File: src/rtl/bcd_rtc_clock.sv
// -----------------------------------------------------------------------------
// bcd_rtc_clock
// Time-of-day core of the digital clock. A prescaler divides clk_1 down to a
// one-second tick that advances a binary hh:mm:ss count. The count is shown
// as BCD digits in either 24-hour or 12-hour form (with a PM flag). Also
// provides a time-load port, an hh:mm alarm and a day-rollover pulse.
//
// Parameters
//   CLK_DIV   clk_1 cycles per second tick (>= 1)
//   DIV_W     prescaler width, 2**DIV_W >= CLK_DIV
//
// Ports
//   clk_1                     system clock, rising edge
//   rst                       asynchronous active-low reset
//   en                        count enable (0 freezes prescaler and time)
//   mode_12                   1 = 12-hour display, 0 = 24-hour display
//   load, ld_hour/min/sec     one-cycle time load (binary fields)
//   alm_set, alm_hour/min     one-cycle alarm-time capture (binary fields)
//   alm_en                    alarm armed
//   sec_1/sec_2, min_1/min_2,
//   hour_1/hour_2             BCD display digits (ones/tens)
//   pm                        PM flag, 12-hour mode only
//   sec_tick                  high in the cycle the time advances
//   day_pulse                 high in the cycle 23:59:59 rolls to 00:00:00
//   alarm                     registered one-cycle alarm pulse
//   ld_err                    registered one-cycle pulse on a rejected load/set
// -----------------------------------------------------------------------------
module bcd_rtc_clock #(
   parameter int CLK_DIV = 1,
   parameter int DIV_W   = 8
) (
   input  logic       clk_1,
   input  logic       rst,
   input  logic       en,
   input  logic       mode_12,
   input  logic       load,
   input  logic [4:0] ld_hour,
   input  logic [5:0] ld_min,
   input  logic [5:0] ld_sec,
   input  logic       alm_set,
   input  logic [4:0] alm_hour,
   input  logic [5:0] alm_min,
   input  logic       alm_en,
   output logic [3:0] sec_1,
   output logic [2:0] sec_2,
   output logic [3:0] min_1,
   output logic [2:0] min_2,
   output logic [3:0] hour_1,
   output logic [1:0] hour_2,
   output logic       pm,
   output logic       sec_tick,
   output logic       day_pulse,
   output logic       alarm,
   output logic       ld_err
);

   localparam logic [DIV_W-1:0] DIV_LAST = DIV_W'(CLK_DIV - 1);

   // Binary 0..59 to {tens[2:0], ones[3:0]}.
   function automatic logic [6:0] to_bcd(input logic [5:0] v);
      logic [2:0] t;
      logic [3:0] o;
      if      (v >= 6'd50) begin t = 3'd5; o = 4'(v - 6'd50); end
      else if (v >= 6'd40) begin t = 3'd4; o = 4'(v - 6'd40); end
      else if (v >= 6'd30) begin t = 3'd3; o = 4'(v - 6'd30); end
      else if (v >= 6'd20) begin t = 3'd2; o = 4'(v - 6'd20); end
      else if (v >= 6'd10) begin t = 3'd1; o = 4'(v - 6'd10); end
      else                 begin t = 3'd0; o = v[3:0];         end
      return {t, o};
   endfunction

   logic [4:0]       hour_q, hour_d;
   logic [5:0]       min_q, min_d;
   logic [5:0]       sec_q, sec_d;
   logic [DIV_W-1:0] div_q, div_d;
   logic [4:0]       alm_hour_q, alm_hour_d;
   logic [5:0]       alm_min_q, alm_min_d;
   logic             alarm_q, alarm_d;
   logic             ld_err_q, ld_err_d;

   logic ld_valid, alm_valid, end_of_day;
   logic [4:0] disp_hour;
   logic [6:0] sec_bcd, min_bcd;

   assign ld_valid   = (ld_hour <= 5'd23) && (ld_min <= 6'd59) && (ld_sec <= 6'd59);
   assign alm_valid  = (alm_hour <= 5'd23) && (alm_min <= 6'd59);
   assign end_of_day = (hour_q == 5'd23) && (min_q == 6'd59) && (sec_q == 6'd59);

   // Any load request, valid or not, claims the cycle so a tick is never
   // applied on top of (or lost against) a loaded value.
   assign sec_tick  = en && (div_q == DIV_LAST) && !load;
   assign day_pulse = sec_tick && end_of_day;

   always_comb begin
      // NOTE: every variable gets a default before any branch so the
      // combinational block cannot infer a latch on an uncovered path.
      hour_d     = hour_q;
      min_d      = min_q;
      sec_d      = sec_q;
      div_d      = div_q;
      alm_hour_d = alm_hour_q;
      alm_min_d  = alm_min_q;

      if (load && ld_valid) begin
         hour_d = ld_hour;
         min_d  = ld_min;
         sec_d  = ld_sec;
         div_d  = '0;
      end else begin
         if (en) div_d = (div_q == DIV_LAST) ? '0 : div_q + 1'b1;
         if (sec_tick) begin
            if (sec_q == 6'd59) begin
               sec_d = '0;
               if (min_q == 6'd59) begin
                  min_d  = '0;
                  hour_d = (hour_q == 5'd23) ? '0 : hour_q + 1'b1;
               end else begin
                  min_d = min_q + 1'b1;
               end
            end else begin
               sec_d = sec_q + 1'b1;
            end
         end
      end

      if (alm_set && alm_valid) begin
         alm_hour_d = alm_hour;
         alm_min_d  = alm_min;
      end

      // Only a tick can fire the alarm; a load landing on the alarm time
      // leaves sec_tick low and so never matches here.
      alarm_d  = sec_tick && alm_en && (hour_d == alm_hour_q) &&
                 (min_d == alm_min_q) && (sec_d == 6'd0);
      ld_err_d = (load && !ld_valid) || (alm_set && !alm_valid);
   end

   // NOTE: state uses non-blocking assignments so every register samples
   // the pre-edge values regardless of statement order.
   always_ff @(posedge clk_1 or negedge rst) begin
      // NOTE: asynchronous reset takes effect immediately, even mid-count,
      // and overrides load, tick and alarm.
      if (!rst) begin
         hour_q     <= '0;
         min_q      <= '0;
         sec_q      <= '0;
         div_q      <= '0;
         alm_hour_q <= '0;
         alm_min_q  <= '0;
         alarm_q    <= 1'b0;
         ld_err_q   <= 1'b0;
      end else begin
         hour_q     <= hour_d;
         min_q      <= min_d;
         sec_q      <= sec_d;
         div_q      <= div_d;
         alm_hour_q <= alm_hour_d;
         alm_min_q  <= alm_min_d;
         alarm_q    <= alarm_d;
         ld_err_q   <= ld_err_d;
      end
   end

   // Display decode. 12-hour form maps 0 -> 12 and 13..23 -> 1..11.
   always_comb begin
      disp_hour = hour_q;
      pm        = 1'b0;
      if (mode_12) begin
         pm = (hour_q >= 5'd12);
         if (hour_q == 5'd0)      disp_hour = 5'd12;
         else if (hour_q > 5'd12) disp_hour = hour_q - 5'd12;
      end
   end

   always_comb begin
      if (disp_hour >= 5'd20) begin
         hour_2 = 2'd2;
         hour_1 = 4'(disp_hour - 5'd20);
      end else if (disp_hour >= 5'd10) begin
         hour_2 = 2'd1;
         hour_1 = 4'(disp_hour - 5'd10);
      end else begin
         hour_2 = 2'd0;
         hour_1 = disp_hour[3:0];
      end
   end

   assign sec_bcd = to_bcd(sec_q);
   assign min_bcd = to_bcd(min_q);
   assign sec_2   = sec_bcd[6:4];
   assign sec_1   = sec_bcd[3:0];
   assign min_2   = min_bcd[6:4];
   assign min_1   = min_bcd[3:0];

   assign alarm  = alarm_q;
   assign ld_err = ld_err_q;

endmodule

File: config.mk
export PLATFORM = sky130hd
export DESIGN_NAME = bcd_rtc_clock
export DESIGN_NICKNAME = d
export VERILOG_FILES = /design/src/rtl/bcd_rtc_clock.sv
export SDC_FILE = /design/constraint.sdc
export NUM_CORES = 1
export LEC_CHECK = 0
export ABC_AREA = 1
export BUFFER_PORTS_ARGS = -buffer_cell sky130_fd_sc_hd__buf_2
export CORE_UTILIZATION = 62
export DETAILED_ROUTE_END_ITERATION = 6
export PLACE_DENSITY_LB_ADDON = 0.08
export SYNTH_ARGS = -nofsm -noshare
export SYNTH_HDL_FRONTEND = slang
export SYNTH_SLANG_ARGS = --single-unit
File: constraint.sdc
create_clock -name clk_1 -period 3.69 [get_ports clk_1]
set_input_delay 0.1845 -clock clk_1 [delete_from_list [all_inputs] [get_ports clk_1]]
set_output_delay 0.1845 -clock clk_1 [all_outputs]
set_load 0.05 [all_outputs]
==> reports/qor.yml <==
status: "finished with violations"
dieArea_um2: 6200
first_iter_violations: 171
leakage_nw: 2.24
fin_util_pct: 72.9
ff_latch_area_um2: 951
cp.arrival_ns: 2.73
clock_latency_ns: 0.29
worst_slew_pin_slew_ns: 0.821
startpoint_type: "flip-flop"
synthXorXnorAreaFrac_pct: 2.40
die_h_um: 78.7
hold_path_class: "input port to asynchronous set/reset pin"
finalClockSkew_ns: 0.00348
drc: 0
root_buffer: "clkbuf_8"
clk_pin_slew_ns: 0.07
synthAdderAreaFrac_pct: 11.3
synth_area_leaders: "dfrtp_1 (26%), nand2_1 (13%), ha_1 (11%)"
grt_pass1_vias: 3360
start_util_pct: 65.5
synthMuxAreaShare_pct: 1.54
crit_required_ns: 3.51
min_period_over_period_pct: 78.9
synth-async-reset-ratio_pct: 100
timing_hold_violations_final: 23
hpwl_mm: 6.91
clockBufferDepth: 2
slowest_stage: "dfrtp_1"
antennaDiodeCount: 0
rsz0062_at_grt: "false"
path_max_fanout: 4
tns_ns: 0
max_stage_delay_ns: 0.41
ys_types: 42
fill_cells: 502
cp_cell_sequence: "inv_1 > ha_1 > nand3_1 > nand3_1 > nand2_1 > nand3_2 > inv_1 > ha_1 > inv_1 > o21ai_0 > nand2_1 > inv_1 > nor2_1 > o21ai_1 > nand2_1 > o21ai_1 > buf_2"
syn2layout_area_growth_pct: 11.3
synth-compound-area-share_pct: 13.3
ys_top_cells_by_count: "nand2_1 (124), inv_1 (67), nand3_1 (43), nor2_1 (39), dfrtp_1 (38)"
wire_per_inst_um: 13.3
gp_congestion: 0.888
synth_most_common_cell: "nand2_1"
syn_avg_cell_area_um2: 6.98
crit_family: "simple AND/OR/NAND/NOR gates"
hold_ws_ns: -0.0141
ys.flop_type: "dfrtp_1"
via_count: 3608
setup_violations: 0
cts.hold.buffers_added: 0
dieWidth_um: 78.7
routed_wl_mm: 8.67
postCtsSetupRepairBufs: 0
synth_edf_count: 0
failed_checks: "negative hold slack"
cts_sinks: 38
ant_nets: 0
io_buffers: 59
seq_area_frac_synth_pct: 26.1
dr.pass1.iters: 5
yosys.area_share.simple_pct: 35.5
grt_usage_pct: 29.8
fmax_ghz: 0.344
vias_per_cell: 5.53
critPathKind: "flip-flop to output port"
fp.coreArea_um2: 5570
syn_area_um2: 3650
synth_top_family_by_area: "simple AND/OR/NAND/NOR gates"
relSlewSlack_pct: 45.3
antenna_found_initial: 0
syn-instance-count: 523
syn_nets: 591
drive_gt1_share_pct: 21.0
crit_path_end_kind: "output port"
nets: 647
ys_warn_count: 0
grt_max_degree: 39
peakVddDrop_v: 0.000370
htreeDepth: 2
ys_seq_elements: 38
synth_top_cell_by_area: "dfrtp_1"
io_pins: 60
gr-total-overflow: 0
multi_input_area_um2: 2340
synth_top_area_share_pct: 26.1
cts_resized: 0
min_period_ns: 2.91
maxSlewViolCount: 0
cts_buffers: 5
cp_num_buf_inv: 5
power_density_nw_per_um2: 449
max_cap_violations: 0
fp-row-count: 27
cpMostUsedCell: "inv_1"
grt_pass1_wl_mm: 14.8
cts_tree: "yes"
## path summary, 6_finish.rpt
kind	startpoint	end	slack (ns)	cells after the start
setup / recovery	hour_q[0]	hour_1[2]	0.78	17
min in group clk_1	alm_hour[2]	alm_hour_q[2]	0.13	2
hold / removal	rst	div_q[4]	-0.01	1
hold reg to reg	alm_min_q[4]	alm_min_q[4]	0.54	1
setup reg to reg	sec_q[2]	alarm	1.33	14
max in group asynchronous	rst	div_q[6]	3.18	1
## layout by cell type, fill, tap and decap left out, types with 6 or more instances in the layout
master | netlist | routed
nand2_1 | 124 | 124
o21ai_0 | 22 | 22
inv_1 | 67 | 67
o21ai_1 | 9 | 9
buf_2 | 3 | 59
inv_2 | 10 | 10
dfrtp_1 | 38 | 38
ha_1 | 33 | 33
o211ai_1 | 9 | 9
nand3_2 | 8 | 8
nor2_1 | 39 | 39
clkbuf_8 | 0 | 6
nand2_2 | 9 | 9
xor2_1 | 8 | 8
a21oi_1 | 30 | 30
or2_2 | 6 | 6
nand4_1 | 11 | 11
nand3_1 | 43 | 43
## power by group
part / total, W / switching, W / internal (W)
logic: 0.000990 / 0.000707 / 0.000283
registers: 0.000542 / 0.0000790 / 0.000463
clock network: 0.000291 / 0.000141 / 0.000151
## registers in the layout, summed over array words and instances, names as in the netlist
| name | flops |
|---|---|
| div_q | 8 |
| alarm | 1 |
| alm_hour_q | 5 |
| sec_q | 6 |
| ld_err | 1 |
| min_q | 6 |
| hour_q | 5 |
| alm_min_q | 6 |
## layout make-up
cell class | instances | share of cell area, %
multi-input combinational | 396 | 57.5
sequential | 38 | 23.4
inverter | 79 | 7.30
timing repair buffer | 59 | 7.27
tap | 72 | 2.22
clock buffer | 7 | 2.13
clock inverter | 1 | 0.123
## cells by family after synthesis
group,Yosys count
adder cells (fa/ha/maj),33
buffers and inverters,89
XOR/XNOR,10
AND/OR/NAND/NOR,264
multiplexers,5
flip-flops,38
AO/OA/AOI/OAI,84
## layer usage
| layer | routed length, µm | global-route usage, % | up-vias |
|---|---|---|---|
| met5 | 0 | 0 | - |
| met4 | 181 | 10.6 | 0 |
| met3 | 388 | 3.10 | 16 |
| met2 | 4190 | 51.1 | 108 |
| met1 | 3910 | 39.0 | 1672 |
| li1 | - | - | 1812 |
## worst reg2reg max path, stage by stage (launching register included)
cell     delay (ns)
dfrtp_1        0.47
inv_1          0.22
ha_1           0.21
nand2_1        0.09
nor2_4         0.27
nand3_2        0.22
nand2_1        0.13
inv_2          0.08
nand3_1        0.07
nand2_1        0.07
nor2_1         0.13
nand3_1        0.09
nor2_1         0.09
nand3_1        0.07
nor2_1         0.08
## stage by stage
stage | cell area (µm²) | hold slack [ns] | power, W | setup slack [ns] | instances
5_1_grt | 4060 | 0.0811 | 0.00194 | 0.446 | 652
3_3_place_gp | 3970 | 0.328 | 0.00150 | 1.26 | 644
3_5_place_dp | 3970 | 0.330 | 0.00153 | 1.14 | 644
6_report | 4060 | -0.0141 | 0.00182 | 0.780 | 652
2_1_floorplan | 3650 | -0.111 | 0.00131 | 0.271 | 523
4_1_cts | 4060 | 0.0131 | 0.00182 | 0.820 | 652
Note: power is estimated with default switching activity, not from simulation.
